<file path="config.mk">
export PLATFORM = sky130hd
export DESIGN_NAME = fetch_unit
export DESIGN_NICKNAME = d
export VERILOG_FILES = /design/src/rtl/fetch_unit.sv
export SDC_FILE = /design/constraint.sdc
export NUM_CORES = 1
export LEC_CHECK = 0
export CORE_MARGIN = 3
export CORE_UTILIZATION = 52
export CTS_CLUSTER_DIAMETER = 50
export CTS_CLUSTER_SIZE = 10
export DETAILED_ROUTE_END_ITERATION = 8
export PLACE_DENSITY = 0.78
export REMOVE_ABC_BUFFERS = 1
export SLEW_MARGIN = 30
export SYNTH_ARGS = -nofsm -noshare
export SYNTH_HDL_FRONTEND = slang
export SYNTH_SLANG_ARGS = --single-unit
</file>
<file path="constraint.sdc">
create_clock -name clk -period 8.6 [get_ports clk]
set_input_delay 0.86 -clock clk [delete_from_list [all_inputs] [get_ports clk]]
set_output_delay 0.86 -clock clk [all_outputs]
set_load 0.005 [all_outputs]
</file>
<file path="src/rtl/fetch_unit.sv">
// ----------------------------------------------------------------------------
// fetch_unit
// Instruction fetch front end. Holds the fetch PC, issues one word read at a
// time to instruction memory, buffers returned words in a small FIFO and
// presents the head entry to the decoder as opcode/instruction/inst_pc with a
// valid/ready handshake. A redirect loads a new PC, flushes the buffer and
// drops whatever response is still in flight.
//
// Ports
//   clk, rst                 clock, asynchronous active-high reset
//   imem_req / imem_addr     read request, held with a stable address until ack
//   imem_ack / imem_rdata    single-cycle acknowledge with read data
//   inst_valid / inst_ready  decoder handshake for the FIFO head
//   opcode, instruction      head word split as [6:0] and [31:7]
//   inst_pc                  PC of the head word
//   redirect_valid/_pc       branch/jump target; low two bits are ignored
// ----------------------------------------------------------------------------
module fetch_unit #(
    parameter logic [31:0] RESET_PC   = 32'h0000_0000,
    parameter int          FIFO_DEPTH = 2
) (
    input  logic        clk,
    input  logic        rst,
    output logic        imem_req,
    output logic [31:0] imem_addr,
    input  logic        imem_ack,
    input  logic [31:0] imem_rdata,
    output logic        inst_valid,
    input  logic        inst_ready,
    output logic [6:0]  opcode,
    output logic [24:0] instruction,
    output logic [31:0] inst_pc,
    input  logic        redirect_valid,
    input  logic [31:0] redirect_pc
);

    localparam int PTR_W = (FIFO_DEPTH > 1) ? $clog2(FIFO_DEPTH) : 1;
    localparam int CNT_W = $clog2(FIFO_DEPTH + 1);
    localparam logic [PTR_W-1:0] LAST_PTR = PTR_W'(FIFO_DEPTH - 1);
    localparam logic [CNT_W-1:0] FULL_CNT = CNT_W'(FIFO_DEPTH);

    typedef enum logic [1:0] {
        IDLE  = 2'd0,
        WAIT  = 2'd1,
        FLUSH = 2'd2
    } state_t;

    state_t            state_q, state_d;
    logic [31:0]       pc_q, pc_d;
    logic              imem_req_q, imem_req_d;
    logic [31:0]       imem_addr_q, imem_addr_d;
    logic [PTR_W-1:0]  wr_ptr_q, wr_ptr_d;
    logic [PTR_W-1:0]  rd_ptr_q, rd_ptr_d;
    logic [CNT_W-1:0]  count_q, count_d;

    logic [31:0]       word_mem [FIFO_DEPTH];
    logic [31:0]       pc_mem   [FIFO_DEPTH];

    logic              push;
    logic              pop;
    logic              empty;
    logic [31:0]       target_pc;
    logic [31:0]       head_word;
    logic [31:0]       head_pc;

    // Explicit wrap keeps non-power-of-2 depths (and depth 1) correct.
    function automatic logic [PTR_W-1:0] next_ptr(input logic [PTR_W-1:0] ptr);
        return (ptr == LAST_PTR) ? '0 : ptr + PTR_W'(1);
    endfunction

    assign target_pc = redirect_pc & ~32'h0000_0003;
    assign empty     = (count_q == '0);
    assign head_word = word_mem[rd_ptr_q];
    assign head_pc   = pc_mem[rd_ptr_q];

    // A redirect hides the head so the decoder never consumes a word that
    // belongs to the abandoned path.
    assign inst_valid  = !empty && !redirect_valid;
    assign pop         = inst_valid && inst_ready;
    assign opcode      = empty ? '0 : head_word[6:0];
    assign instruction = empty ? '0 : head_word[31:7];
    assign inst_pc     = empty ? '0 : head_pc;

    assign imem_req  = imem_req_q;
    assign imem_addr = imem_addr_q;

    // Fetch control. Requests only launch with a free slot; since the count
    // can only fall while a request is outstanding, every response has room.
    always_comb begin
        // NOTE: every signal gets a default before the case so no path leaves
        // it unassigned, which would otherwise infer a latch.
        state_d     = state_q;
        pc_d        = pc_q;
        imem_req_d  = imem_req_q;
        imem_addr_d = imem_addr_q;
        push        = 1'b0;

        unique case (state_q)
            IDLE: begin
                if (redirect_valid) begin
                    pc_d = target_pc;
                end else if (count_q < FULL_CNT) begin
                    imem_req_d  = 1'b1;
                    imem_addr_d = pc_q;
                    state_d     = WAIT;
                end
            end
            WAIT: begin
                if (imem_ack) begin
                    imem_req_d = 1'b0;
                    state_d    = IDLE;
                    if (redirect_valid) begin
                        pc_d = target_pc;
                    end else begin
                        push = 1'b1;
                        pc_d = pc_q + 32'd4;
                    end
                end else if (redirect_valid) begin
                    // The request must still complete; FLUSH absorbs its data.
                    pc_d    = target_pc;
                    state_d = FLUSH;
                end
            end
            FLUSH: begin
                if (redirect_valid) begin
                    pc_d = target_pc;
                end
                if (imem_ack) begin
                    imem_req_d = 1'b0;
                    state_d    = IDLE;
                end
            end
            default: begin
                state_d    = IDLE;
                imem_req_d = 1'b0;
            end
        endcase
    end

    // Buffer pointers; a redirect empties the buffer and overrides any pop.
    always_comb begin
        wr_ptr_d = wr_ptr_q;
        rd_ptr_d = rd_ptr_q;
        count_d  = count_q;
        if (redirect_valid) begin
            wr_ptr_d = '0;
            rd_ptr_d = '0;
            count_d  = '0;
        end else begin
            if (push) wr_ptr_d = next_ptr(wr_ptr_q);
            if (pop)  rd_ptr_d = next_ptr(rd_ptr_q);
            case ({push, pop})
                2'b10:   count_d = count_q + CNT_W'(1);
                2'b01:   count_d = count_q - CNT_W'(1);
                default: count_d = count_q;
            endcase
        end
    end

    // NOTE: state registers use non-blocking assignments so every flop samples
    // the pre-edge values regardless of evaluation order.
    always_ff @(posedge clk or posedge rst) begin
        if (rst) begin
            state_q     <= IDLE;
            pc_q        <= RESET_PC;
            imem_req_q  <= 1'b0;
            imem_addr_q <= RESET_PC;
            wr_ptr_q    <= '0;
            rd_ptr_q    <= '0;
            count_q     <= '0;
        end else begin
            state_q     <= state_d;
            pc_q        <= pc_d;
            imem_req_q  <= imem_req_d;
            imem_addr_q <= imem_addr_d;
            wr_ptr_q    <= wr_ptr_d;
            rd_ptr_q    <= rd_ptr_d;
            count_q     <= count_d;
        end
    end

    // NOTE: the storage array is deliberately not reset; the count gates every
    // read, so stale contents are never visible.
    always_ff @(posedge clk) begin
        if (push) begin
            word_mem[wr_ptr_q] <= imem_rdata;
            pc_mem[wr_ptr_q]   <= imem_addr_q;
        end
    end

endmodule
</file>
---- Yosys cells after proc, flatten, opt, wreduce, memory -nomap -nowiden ----
Memory sizes are Yosys's and may differ from the RTL's.
Cells that the tools add are included.
operators by class
  bitwise operators ....................... 1
  reductions and logical operators ........ 15
  $add $sub $neg .......................... 5
  mux-type cells .......................... 30
  $lt $le $gt $ge ......................... 1
  equality and inequality tests ........... 9
operators by type and width
  operator                                                                number
  32-bit two-way mux                                                      4
  32-bit case mux with 2 select lines                                     1
  32-bit by 3-bit adder with 32-bit output (second input constant)        1
  25-bit two-way mux                                                      1
  1-bit two-way mux                                                       14
  2-bit two-way mux                                                       6
  7-bit two-way mux                                                       1
  2-bit inequality test (second input constant)                           3
  2-bit case mux with 3 select lines                                      1
  3-bit AND reduction                                                     2
  2-bit nonzero test                                                      3
  2-bit by 1-bit equality test with 1-bit output (second input constant)  2
  2-bit equality test (second input constant)                             2
  2-bit logical NOT                                                       2
  2-bit case mux with 2 select lines                                      1
  4-bit AND reduction                                                     1
  2-bit OR reduction                                                      2
  3-bit inequality test (second input constant)                           1
  3-bit nonzero test                                                      1
  1-bit adder (second input constant)                                     2
  2-bit by 1-bit adder with 2-bit output (second input constant)          1
  1-bit logical AND                                                       2
  1-bit logical NOT                                                       2
  2-bit < comparator (second input constant)                              1
  4 further kinds                                                         4
word-level totals
  bits of input ports ..................... 69
  logic and storage cells ................. 70
  flip-flop bits (word level) ............. 71
  RAM bits ................................ 128
  output and inout port bits .............. 98
  memories kept ........................... 2
memories
  memory    words  bits a word  read ports  clocked after memory_dff  wr ports  line  text
  pc_mem    2      32           1           0                         1         57    logic [31:0] pc_mem [FIFO_DEPTH];
  word_mem  2      32           1           0                         1         56    logic [31:0] word_mem [FIFO_DEPTH];

---- Logic depth before layout (Yosys ltp) ----
  depth in word-level cells ............... 7
  gate-level depth with buffers ........... 8
  gate-level depth less buffers ........... 7

---- Worst setup path after synthesis ----
Ideal clock, no wire load.
  path type ............................... in2reg
  start ................................... input redirect_valid
  end ..................................... memory pc_mem[1][0] (enable)
  data required time ...................... 8022 ps
  slack ................................... 2031 ps
  path buffers ............................ 2
  data arrival time ....................... 5991 ps
  setup time .............................. 578 ps
  stages .................................. 3
  path through ............................ clkbuf_1 buf_1 nor3b_1
between the ends
  longest elaborated chain between the ends .. 5
ends and longest elaborated chain
  what                                     line  text
  from (decl)                              33    input logic redirect_valid,
  1-bit two-way mux                        112   if (redirect_valid) begin
  1-bit two-way mux                        109   if (imem_ack) begin
  1-bit two-way mux                        98    unique case (state_q)
  1-bit two-way mux                        185   if (push) begin
  1-bit two-way mux (not written as such)  187   pc_mem[wr_ptr_q] <= imem_addr_q;
  to (decl)                                57
Every way passes these cells.

---- Final worst setup path ----
  start ................................... register rd_ptr_q
  end ..................................... output instruction[8]
between the ends
  longest elaborated chain between the ends .. 2
ends and longest elaborated chain
  what                    line  text
  from (decl)             53    logic [PTR_W-1:0] rd_ptr_q, rd_ptr_d;
  from (signal assigned)  177   rd_ptr_q <= rd_ptr_d;
  memory read 2 x 32 bit  n/a
  25-bit two-way mux      81    assign instruction = empty ? '0 : head_word[31:7];
  to (decl)               31    output logic [24:0] instruction,
Every way passes these cells.

==> flow_summary_export.csv <==
group,metric,value,unit
status,status,"finished, final reports clean",
critical_path,crit_slowest_cell,"dfrtp_4",
clocking,post_cts_buffers,0,
final_layout,fin_cells,1013,
power,p_total,2970,uW
critical_path,worstReg2RegEnd,"pc_q[20]",
critical_path,path_buf_inv,2,
power,powerDensity,271,nW/um^2
clocking,tritoncts,"done",
clocking,cts_resized,0,
clocking,cts_root_buf,"clkbuf_16",
timing,finalSetupViolCount,0,
timing,setup_tns,0,ns
timing,fin_crit_sh,37.6,%
placed_design,hpwl,12000,um
clocking,clock_latency,0.42,ns
critical_path,r2r.worst_path.cells,7,
timing,whs,0.488,ns
synthesis,synth_area_per_cell,13.4,um^2
global_route,grt_pass1_wl,30100,um
floorplan,start_util,54.4,%
timing,rsz0062_at_grt,"no",
synthesis,postSynthCellCount,632,
global_route,grt_antenna_before_repair,0,
critical_path,cp_top_family,"flip-flops",
placed_design,gp_congestion,0.802,
critical_path,crit_cells,4,
clocking,clk_path_buf_depth,2,
synthesis,syn-cell-area,8460,um^2
clocking,cts.clk_slew.worst_paths,0.07,ns
route,routed_wire_length_per_instance,18.4,um
critical_path,critPathCapture,"instruction[8]",
critical_path,cp_cell_sequence,"buf_16 > mux2i_1 > nor2_1 > clkdlybuf4s50_1",
placed_design,numPortBuffers,164,
run,maxCapViolCount,0,
synthesis,ys_types,53,
clocking,numCtsBuffers,17,
route,vias,5740,
critical_path,worstPathArrival,2.37,ns
final_layout,fill_cells,1087,
critical_path,r2r_start,"state_q[0]",
final_layout,drive_gt1_share,10.8,%
global_route,gr-usage-all-layers,21.1,%
timing,hold_viol,0,
critical_path,cp-startpoint,"rd_ptr_q",
global_route,grt_max_degree,72,
floorplan,die_x,134,um
critical_path,crit_fanout,37,
timing,maxSlewViolCount,0,
floorplan,ios,167,
floorplan,core_area,15500,um^2
global_route,grt_overflow,0,
power,ir_worst_vdd,0.141,mV
route,viasPerCell,5.67,
hold_path,holdCritPathClass,"reg -> reg",
placed_design,place.detailed.instances,981,
route,final_antenna_net_count,0,
synthesis,synth_edf_count,128,
floorplan,rows,45,
critical_path,cp-start-kind,"flip-flop",
critical_path,crit_type,"reg -> out",
power,leakagePower,0.00382,uW
floorplan,die-area,17800,um^2
critical_path,r2r_slack,5.89,ns
timing,finalCriticalPeriod,3.23,ns
final_layout,nNetsFinal,863,
timing,fmaxAchievable,309,MHz
synthesis,ys_warn_count,0,
clocking,clock-sinks,199,
critical_path,slowest_delay,0.79,ns
route,initialDrtViolationCount,457,
clocking,cts_hold_buf,0,
clocking,htree_levels,4,
timing,clock_skew,0.00748,ns
timing,worstMarginPinSlew,0.904,ns
route,drc,0,
synthesis,ys_ff_latch,199,
global_route,grt_pass1_vias,5757,
critical_path,critPathCaptureType,"output pin",
synthesis,ys.flop_type,"edfxtp_1",
floorplan,die_h,134,um
final_layout,syn2layout_area_growth,29.5,%
synthesis,synthArstFlopShare,35.7,%
final_layout,antenna_cells,0,
route,first_pass_iters,5,
critical_path,worstPathRequired,7.74,ns
timing,relSlewSlack,39.7,%
synthesis,yosysSeqAreaShare,66.5,%
route,drt_wl_total,18600,um
layer usage:
metal	vias to the layer above	track usage (%)	part of all wire (%)
met5	-	0	0
met4	0	6.29	1.5
met2	190	35.9	51
met3	20	3.63	4.0
li1	2669	-	-
met1	2861	28.2	43
flip-flops by register name (all words and copies together) (netlist names):
name,flops
word_mem,64
rd_ptr_q,1
imem_addr,32
pc_q,32
state_q,2
count_q,2
wr_ptr_q,1
imem_req,1
pc_mem,64
worst reg2reg max path, stage by stage, from the launching register on:
cell	delay, ns
dfrtp_1	0.40
inv_1	0.09
ha_1	0.30
or3b_1	0.46
or3_1	0.50
nor4_1	0.50
nor3b_1	0.10
a211o_1	0.24
cell type report:
type                       count  area, um^2  share of cell area (%)
sequential                   199        5620                    51.4
multi-input combinational    383        2670                    24.4
timing repair buffer         174        1740                    15.8
clock buffer                  19         433                    3.95
tap                          211         264                    2.41
clock inverter                13         171                    1.57
inverter                      14        52.6                   0.480
layout by cell type, fill, tap and decap left out, types with 8 or more instances in the layout:
master           Yosys  final
mux2_2              32     32
nand2_1             20     20
dfrtp_1             71     70
buf_4                0      8
nor2_1              91     89
inv_1               14     13
nand4_1             10     10
clkbuf_16            0     17
clkdlybuf4s50_1      0    163
mux2i_1             69     69
nor3_1              15     14
nor4_1               8      8
a21oi_1             15     15
o21ai_0             15     15
edfxtp_1           128    128
nand3_1             17     17
a22oi_1             14     14
synth_stat cells (all sizes together), types with 3 or more instances:
cell type	instances	area (um^2)
a21oi	15	75.1
a22oi	14	105
and2	3	18.8
and3	4	25.0
and4	4	35.0
buf	12	56.3
clkbuf	24	90.1
dfrtp	71	1780
edfxtp	128	3840
ha	5	62.6
inv	14	52.6
mux2	32	360
mux2i	69	691
nand2	20	75.1
nand3	17	85.1
nand4	11	83.8
nor2	91	342
nor3	15	75.1
nor3b	4	41.3
nor4	9	62.6
o211ai	7	52.6
o21ai	15	75.1
o22a	5	43.8
o22ai	4	25.0
or2	3	18.8
or3	5	36.3
or4	5	37.5
xor2	3	26.3
report_power, final:
part           total [uW]  internal (uW)  switching, uW
Clock                 809            463            346
Sequential           1410           1240            167
Combinational         755            423            332
kinds of logic after synthesis:
kind of cell               count (synthesis)  share of synthesized area, %
DFF                                      199                          66.5
muxes                                    101                          12.4
AOI/OAI and AO/OA                         76                          6.04
adders and majority gates                  5                         0.740
and+or+nand+nor                          198                          11.7
xor gates and xnor gates                   3                         0.311
buffers and inverters                     50                          2.35
stage by stage:
stage	cell area [um^2]	worst slack [ns]	utilization, %
after floorplan	8310	2.31	-
after global placement	10300	5.31	66.3
after detailed placement	10300	5.33	66.5
after CTS	10900	5.32	70.4
after global routing	10900	5.23	70.5
final	10900	5.37	70.5
worst min path at each step:
stage	startpoint	to	slack, ns	depth (start not counted)
finish	pc_q[1]	pc_q[1]	0.49	1
global route	pc_q[0]	pc_q[0]	0.50	1
CTS	pc_q[1]	pc_q[1]	0.49	1
detailed placement	pc_q[1]	pc_q[1]	0.47	1
global placement	pc_q[1]	pc_q[1]	0.46	1
floorplan	pc_q[0]	pc_q[0]	0.45	1
No activity file was read; power rests on OpenSTA's default activity.
